`src/rtl/cpu_hazard_ctrl.sv`:
```
// Issue/stall/flush control for a single-issue pipeline.
// It keeps a per-register pending-write scoreboard and runs a two-cycle branch-flush sequencer.
module cpu_hazard_ctrl (
  input  logic        clk_i,
  input  logic        rst_i,
  input  logic        dec_valid_i,
  input  logic        dec_useA_i,
  input  logic        dec_useB_i,
  input  logic [3:0]  dec_riA_i,
  input  logic [3:0]  dec_riB_i,
  input  logic        dec_wa_i,
  input  logic        dec_wb_i,
  input  logic [3:0]  dec_w0_idx_i,
  input  logic [3:0]  dec_w1_idx_i,
  input  logic        ex_busy_i,
  input  logic        branch_flag_i,
  input  logic        wb_wea_i,
  input  logic        wb_web_i,
  input  logic [3:0]  wb_idx0_i,
  input  logic [3:0]  wb_idx1_i,
  output logic        issue_o,
  output logic        stall_o,
  output logic        bubble_o,
  output logic        flush_o,
  output logic [15:0] pending_o
);

  typedef enum logic [1:0] {RUN, FLUSH0, FLUSH1} state_e;

  state_e      state_q, state_d;
  logic        flush_q, flush_d;
  logic [1:0]  cnt_q [16];
  logic [1:0]  cnt_d [16];
  logic [15:0] pending_q, pending_d;
  logic [15:0] inc_vec, dec_vec;
  logic        raw_hazard, waw_hazard, in_run;

  // Hazards look only at registered counts, so a same-cycle retire never bypasses.
  assign raw_hazard = (dec_useA_i && (cnt_q[dec_riA_i] != 2'd0)) ||
                      (dec_useB_i && (cnt_q[dec_riB_i] != 2'd0));
  assign waw_hazard = (dec_wa_i && (cnt_q[dec_w0_idx_i] == 2'd3)) ||
                      (dec_wb_i && (cnt_q[dec_w1_idx_i] == 2'd3));
  assign in_run     = (state_q == RUN);

  assign issue_o   = dec_valid_i && in_run && !ex_busy_i && !branch_flag_i &&
                     !raw_hazard && !waw_hazard;
  assign stall_o   = dec_valid_i && !issue_o && in_run;
  assign bubble_o  = !issue_o;
  assign flush_o   = flush_q;
  assign pending_o = pending_q;

  // One-hot increment/decrement requests; a duplicated index collapses to a single step.
  always_comb begin
    for (int r = 0; r < 16; r++) begin
      inc_vec[r] = issue_o && ((dec_wa_i && (dec_w0_idx_i == 4'(r))) ||
                               (dec_wb_i && (dec_w1_idx_i == 4'(r))));
      dec_vec[r] = (wb_wea_i && (wb_idx0_i == 4'(r))) ||
                   (wb_web_i && (wb_idx1_i == 4'(r)));
    end
  end

  always_comb begin
    // NOTE: every output of this block gets a default first so no latch can be inferred.
    pending_d = '0;
    for (int r = 0; r < 16; r++) begin
      cnt_d[r] = cnt_q[r];
      if (inc_vec[r] && !dec_vec[r] && (cnt_q[r] != 2'd3)) begin
        cnt_d[r] = cnt_q[r] + 2'd1;
      end else if (dec_vec[r] && !inc_vec[r] && (cnt_q[r] != 2'd0)) begin
        cnt_d[r] = cnt_q[r] - 2'd1;
      end
      pending_d[r] = (cnt_d[r] != 2'd0);
    end
  end

  always_comb begin
    state_d = state_q;
    if (branch_flag_i) begin
      state_d = FLUSH0;
    end else begin
      case (state_q)
        FLUSH0:  state_d = FLUSH1;
        FLUSH1:  state_d = RUN;
        default: state_d = RUN;
      endcase
    end
    flush_d = (state_d != RUN);
  end

  // NOTE: sequential state uses non-blocking assignments so all flops sample pre-edge values.
  always_ff @(posedge clk_i or posedge rst_i) begin
    if (rst_i) begin
      state_q <= RUN;
      flush_q <= 1'b0;
    end else begin
      state_q <= state_d;
      flush_q <= flush_d;
    end
  end

  // NOTE: the scoreboard array is reset explicitly; in-flight writes are discarded on reset.
  always_ff @(posedge clk_i or posedge rst_i) begin
    if (rst_i) begin
      for (int r = 0; r < 16; r++) cnt_q[r] <= 2'd0;
      pending_q <= '0;
    end else begin
      for (int r = 0; r < 16; r++) cnt_q[r] <= cnt_d[r];
      pending_q <= pending_d;
    end
  end

endmodule
```
`config.mk`:
```
export PLATFORM = sky130hd
export DESIGN_NAME = cpu_hazard_ctrl
export DESIGN_NICKNAME = d
export VERILOG_FILES = /design/src/rtl/cpu_hazard_ctrl.sv
export SDC_FILE = /design/constraint.sdc
export NUM_CORES = 1
export LEC_CHECK = 0
export CORE_ASPECT_RATIO = 0.8
export CORE_MARGIN = 10
export CORE_UTILIZATION = 25
export CTS_BUF_LIST = sky130_fd_sc_hd__clkbuf_2
export DETAILED_ROUTE_END_ITERATION = 16
export PLACE_DENSITY = 0.54
export SYNTH_ARGS = -nofsm -noshare
export SYNTH_HDL_FRONTEND = slang
export SYNTH_SLANG_ARGS = --single-unit
```
`constraint.sdc`:
```
create_clock -name clk_i -period 4.5 [get_ports clk_i]
set_clock_uncertainty 0.05 [all_clocks]
set_input_delay 0.45 -clock clk_i [delete_from_list [all_inputs] [get_ports clk_i]]
set_output_delay 0.45 -clock clk_i [all_outputs]
set_load 0.02 [all_outputs]
```
Word-level counts from Yosys, hierarchy flattened
Index checks and enable logic that the tools add are counted.
W data, S select, Z words.
{"block": "totals", "ff_bits": 51, "in_bits": 35}
{"block": "classes", "n_mux": 46, "n_bitwise": 4, "n_lt_le_gt_ge": 4, "addsub": 32, "reduce_logical": 266, "eq_ne": 79}
{"operator": "$logic_and A1 B1 Y1", "count": 155}
{"operator": "$eq A4 B4 Y1 const B", "count": 32}
{"operator": "$mux W2", "count": 42}
{"operator": "$reduce_bool A2 Y1", "count": 35}
{"operator": "$eq A4 B3 Y1 const B", "count": 16}
{"operator": "$logic_not A1 Y1", "count": 37}
{"operator": "$logic_or A1 B1 Y1", "count": 34}
{"operator": "$add A2 B1 Y2 const B", "count": 16}
{"operator": "$bmux W2 S4", "count": 4}
{"operator": "$eq A4 B2 Y1 const B", "count": 8}
{"operator": "$ne A2 B2 Y1 const B", "count": 16}
{"operator": "$sub A2 B1 Y2 const B", "count": 16}
{"operator": "$ge A5 B5 Y1 const B", "count": 4}
{"operator": "$not A4 Y5", "count": 4}
{"operator": "$eq A4 B1 Y1 const B", "count": 4}
{"operator": "$logic_not A4 Y1", "count": 4}
{"operator": "$eq A2 B2 Y1 const B", "count": 2}
{"operator": "$eq A2 B1 Y1 const B", "count": 1}
{"operator": "$logic_not A2 Y1", "count": 1}

Logic depth before layout (Yosys ltp)
{"block": "logic_depth", "depth_word": 17, "depth_mapped": 11, "depth_no_buf": 9}

Worst setup path after synthesis
No wires, ideal clock.
{"block": "synth_path", "kind": "in2reg", "startpoint": "in dec_w1_idx_i[0]", "endpoint": "reg cnt_q[25] (netlist bit)", "slack_ns": 1.661, "required_ns": 4.329, "t_arrival_ns": 2.668, "stages": 10, "cell_sequence": "buf_2 -> mux4_2 -> mux4_2 -> o21ai_2 -> nand4_2 -> buf_6 -> buf_6 -> nor4_1 -> a211o_1 -> nand2_1"}
{"item": "start, declared", "line": "14", "rtl": "input logic [3:0] dec_w1_idx_i,"}
{"item": "end, declared", "line": "32", "rtl": "logic [1:0] cnt_q [16];"}

Worst setup path after layout
{"block": "layout_path", "startpoint": "reg cnt_q[4] (netlist bit)", "endpoint": "out bubble_o"}
{"block": "layout_via", "elab_chain_cells": 10, "elab_cells_between_ends": 27, "classes_between": "eq/ne: 2; mux: 12; reduce/logical: 13"}
{"item": "$bmux W2 S4, on equally long branches", "line": "39, 40"}
{"item": "$mux W2, on equally long branches (2 in a row)", "line": "39, 40"}
{"item": "$reduce_bool A2 Y1, on equally long branches", "line": "39, 40"}
{"item": "$logic_and A1 B1 Y1, on equally long branches", "line": "39, 40"}
{"item": "$logic_or A1 B1 Y1", "line": "39", "rtl": "assign raw_hazard = (dec_useA_i && (cnt_q[dec_riA_i] != 2'd0)) ||"}
{"item": "$logic_not A1 Y1", "line": "46", "rtl": "!raw_hazard && !waw_hazard;"}
{"item": "$logic_and A1 B1 Y1", "line": "45", "rtl": "assign issue_o = dec_valid_i && in_run && !ex_busy_i && !branch_flag_i &&"}
{"item": "$logic_and A1 B1 Y1 (*)", "line": "46"}
{"item": "$logic_not A1 Y1 (*)", "line": "48", "rtl": "assign bubble_o = !issue_o;"}
{"item": "end, declared", "line": "23", "rtl": "output logic bubble_o,"}
Every way passes the cells marked *; elsewhere a longest branch is shown, timed or not. The select of a mux whose other input is x is not followed.

==> impl_metrics.ini <==
[critical_path]
end_kind = primary output
ff2ff_path_depth = 9
critical_path_arrival_ns = 3.63
path_class = reg2out
worst_reg2reg_path_startpoint = cnt_q[4]
r2r-end = pending_o[3]
setup.reg_to_reg.worst_slack_ns = 1.30
timing.critical_path.fanout_max = 21
launching_element_type_of_the_critical_path = register
required_ns = 4.00

[yosys]
synth_cells = 461
post_synth_num_cell_types = 57
dominantRegCellSynth = sky130_fd_sc_hd__dfrtp_1
synth_warn = 0
synth_largest_area_cell = sky130_fd_sc_hd__dfrtp_1
mappedNetlistArea_um2 = 4521
synth_async_sr_flop_share = 1.000
synthesis.nets = 528
yosys-top-cells-area = sky130_fd_sc_hd__dfrtp_1 28%, sky130_fd_sc_hd__ha_1 8.9%, sky130_fd_sc_hd__mux4_2 8.5%
synth_enable_flop_cells = 0
synth_area_per_cell_um2 = 9.806
ys_seq_area_frac = 0.2823
portion_of_synthesized_cell_area_occupied_by_the_leading_cell_type = 0.2823
ys_seq_elements = 51

[clock_tree]
clock_sink_count = 51
clkLatencyLatePin_ns = 0.52
cts.clk_slew.worst_paths_ns = 0.27
cts_buffer_depth = 2
clock_tree.root_cell = sky130_fd_sc_hd__clkbuf_2
cts_buffers = 5
tritoncts = built
htreeDepth = 2
cts_resized = 0
post_cts_buffers = 0
post_cts_hold_buffer_count = 0

[route]
drtPass1Iterations = 6
drcViolationCount = 0
drtAntennaViolNets = 0
avgRoutedWirePerCell_um = 19.03
dr_total_vias = 3918
post_drt_via_cell_ratio = 5.266
initialDrtViolationCount = 311
drt_wl_total_um = 14160

[global_routing]
busiest_layer = met2
groute.usage.overall = 0.1197
wire_length_of_the_first_global_routing_pass_um = 22260
antenna_violations_before_repair = 0
grtUsageMet2 = 0.1826
number_of_global_route_vias_before_repair = 3804
grtUsageMet1 = 0.1657
grt_max_degree = 31
global_route.usage.met3 = 0.03173
grt_overflow = 0

[timing]
setup-tns-final_ns = 0
rsz0062_at_grt = no
slew_headroom = 0.5504
timing.final.setup_violations = 0
postLayoutSetupSlackWorst_ns = 0.3694
worst_slew_pin_slew_ns = 0.6723
final.period_utilization = 0.9179
timing_max_transition_violations_final = 0
fin_hold_ws_ns = 0.1822
maxClockFrequency_mhz = 242.1
finalHoldViolations = 0
minimum_period_implied_by_the_final_worst_setup_slack_ns = 4.131

[floorplan]
floorplan.initialDensity = 0.2577
ioPinCount = 55
fp-row-count = 43
die_w_um = 170.3
floorplan.core_area_um2 = 17540
die-area_um2 = 23890
dieHeight_um = 140.3

[layout]
diodes = 0
design.final.nets = 585
areaGrowthSynthToFinish_pct = 19.29
most_common_cell_after_layout_fill_and_taps_aside = sky130_fd_sc_hd__nor2_1
final_layout_size_suffix_gt1_frac = 0.1522
commonest_cells_after_routing_fill_and_taps_aside = 63 x sky130_fd_sc_hd__nor2_1, 54 x sky130_fd_sc_hd__clkdlybuf4s50_1, 51 x sky130_fd_sc_hd__dfrtp_1

[power_and_ir_drop]
pwr_density_cell_nw_per_um2 = 480.6
ir_drop_uv = 260.4
pwr-share-comb = 0.534
power_report.internal_total_mw = 1.433
power.sequential.fraction = 0.367
switching_share = 0.4472
leakage_nw = 2.077
netSwitchingPower_mw = 1.159
clock_power_share = 0.099

[placed_design]
preCtsSetupSlack_ns = 0.4903
gp_congestion = 0.9083
placement.io_buffers = 54
hpwlAfterDp_um = 11830

[hold_path]
holdCritPathClass = in2async

[outcome]
outcome = finished clean

[run]
timing.max_cap.violations = 0
==> cell families (layout without fill, tap and decap cells) <==
| family | Yosys count | count (layout) | share of synthesized area |
|---|---|---|---|
| and+or+nand+nor | 157 | 157 | 0.2167 |
| AOI/OAI and AO/OA | 115 | 115 | 0.2037 |
| buffers and inverters | 57 | 115 | 0.05369 |
| DFF | 51 | 51 | 0.2823 |
| muxes | 33 | 33 | 0.1240 |
| adders and majority gates | 32 | 32 | 0.08857 |
| xor gates and xnor gates | 16 | 16 | 0.03100 |
==> through the flow <==
stage / power, mW / util / std cells / instance area [µm²]
finish: 2.592 / 0.3075 / 744 / 5393
global route: 2.800 / 0.3075 / 744 / 5393
CTS: 2.617 / 0.3075 / 744 / 5393
detailed placement: 2.350 / 0.3038 / 736 / 5329
global placement: 2.315 / 0.3038 / 736 / 5329
floorplan: 1.791 / - / 461 / 4521
==> routing by layer <==
| layer | routed length, µm | vias up |
|---|---|---|
| li1 | - | 1854 |
| met1 | 6702 | 1934 |
| met2 | 6335 | 120 |
| met3 | 1003 | 10 |
| met4 | 120 | 0 |
| met5 | 0 | - |
==> how the worst max path moves through the flow <==
stage / from / end / slack (ns) / depth (start not counted)
5_1_grt: cnt_q[4] / bubble_o / 0.08 / 7
3_3_place_gp: dec_riB_i[2] / bubble_o / 0.53 / 7
4_1_cts: cnt_q[4] / bubble_o / 0.33 / 7
2_1_floorplan: dec_w1_idx_i[0] / cnt_q[25] / 1.66 / 10
3_5_place_dp: dec_riB_i[2] / bubble_o / 0.49 / 7
6_report: cnt_q[4] / bubble_o / 0.37 / 7
==> power groups by stage <==
stage	combinational (mW)	sequential (mW)	clock (mW)
after floorplan	0.851	0.940	0
after global placement	1.35	0.963	0
after detailed placement	1.39	0.958	0
after CTS	1.40	0.948	0.271
after global routing	1.53	0.988	0.286
final	1.38	0.951	0.256
==> critical path: stages, from the launching register on <==
cell                              delay [ns]
sky130_fd_sc_hd__dfrtp_1                0.57
sky130_fd_sc_hd__nor2_1                 0.16
sky130_fd_sc_hd__mux4_2                 0.48
sky130_fd_sc_hd__a2111oi_0              0.52
sky130_fd_sc_hd__a22oi_1                0.21
sky130_fd_sc_hd__nand4_2                0.16
sky130_fd_sc_hd__buf_4                  0.33
sky130_fd_sc_hd__clkdlybuf4s50_1        0.68
==> cell type report <==
cell class | count | area, µm²
well taps | 225 | 281.5
inverters | 45 | 168.9
repair buffers | 62 | 600.6
fillers | 1839 | 12150
multi-input cells | 353 | 3002
clock inverters | 3 | 38.79
flip-flops and latches | 51 | 1276
clock buffers | 5 | 25.02
==> cell usage after synthesis, drive strengths merged (6+ instances only) <==
| library cell | number |
|---|---|
| mux2 | 14 |
| inv | 45 |
| nand2b | 26 |
| mux4 | 17 |
| o22a | 12 |
| o21ba | 7 |
| o31ai | 16 |
| ha | 32 |
| dfrtp | 51 |
| nand3b | 6 |
| nand3 | 16 |
| nor4 | 15 |
| buf | 7 |
| nor2 | 63 |
| o32ai | 6 |
| a22oi | 17 |
| o211a | 6 |
| o22ai | 16 |
| nand2 | 8 |
| o221ai | 8 |
| xnor2 | 16 |
==> flip-flops by register name, indices dropped and copies added, names as in the netlist <==
signal     cells
state_q        2
cnt_q         32
pending_o     16
flush_o        1
No activity file was read; power rests on OpenSTA's default activity.
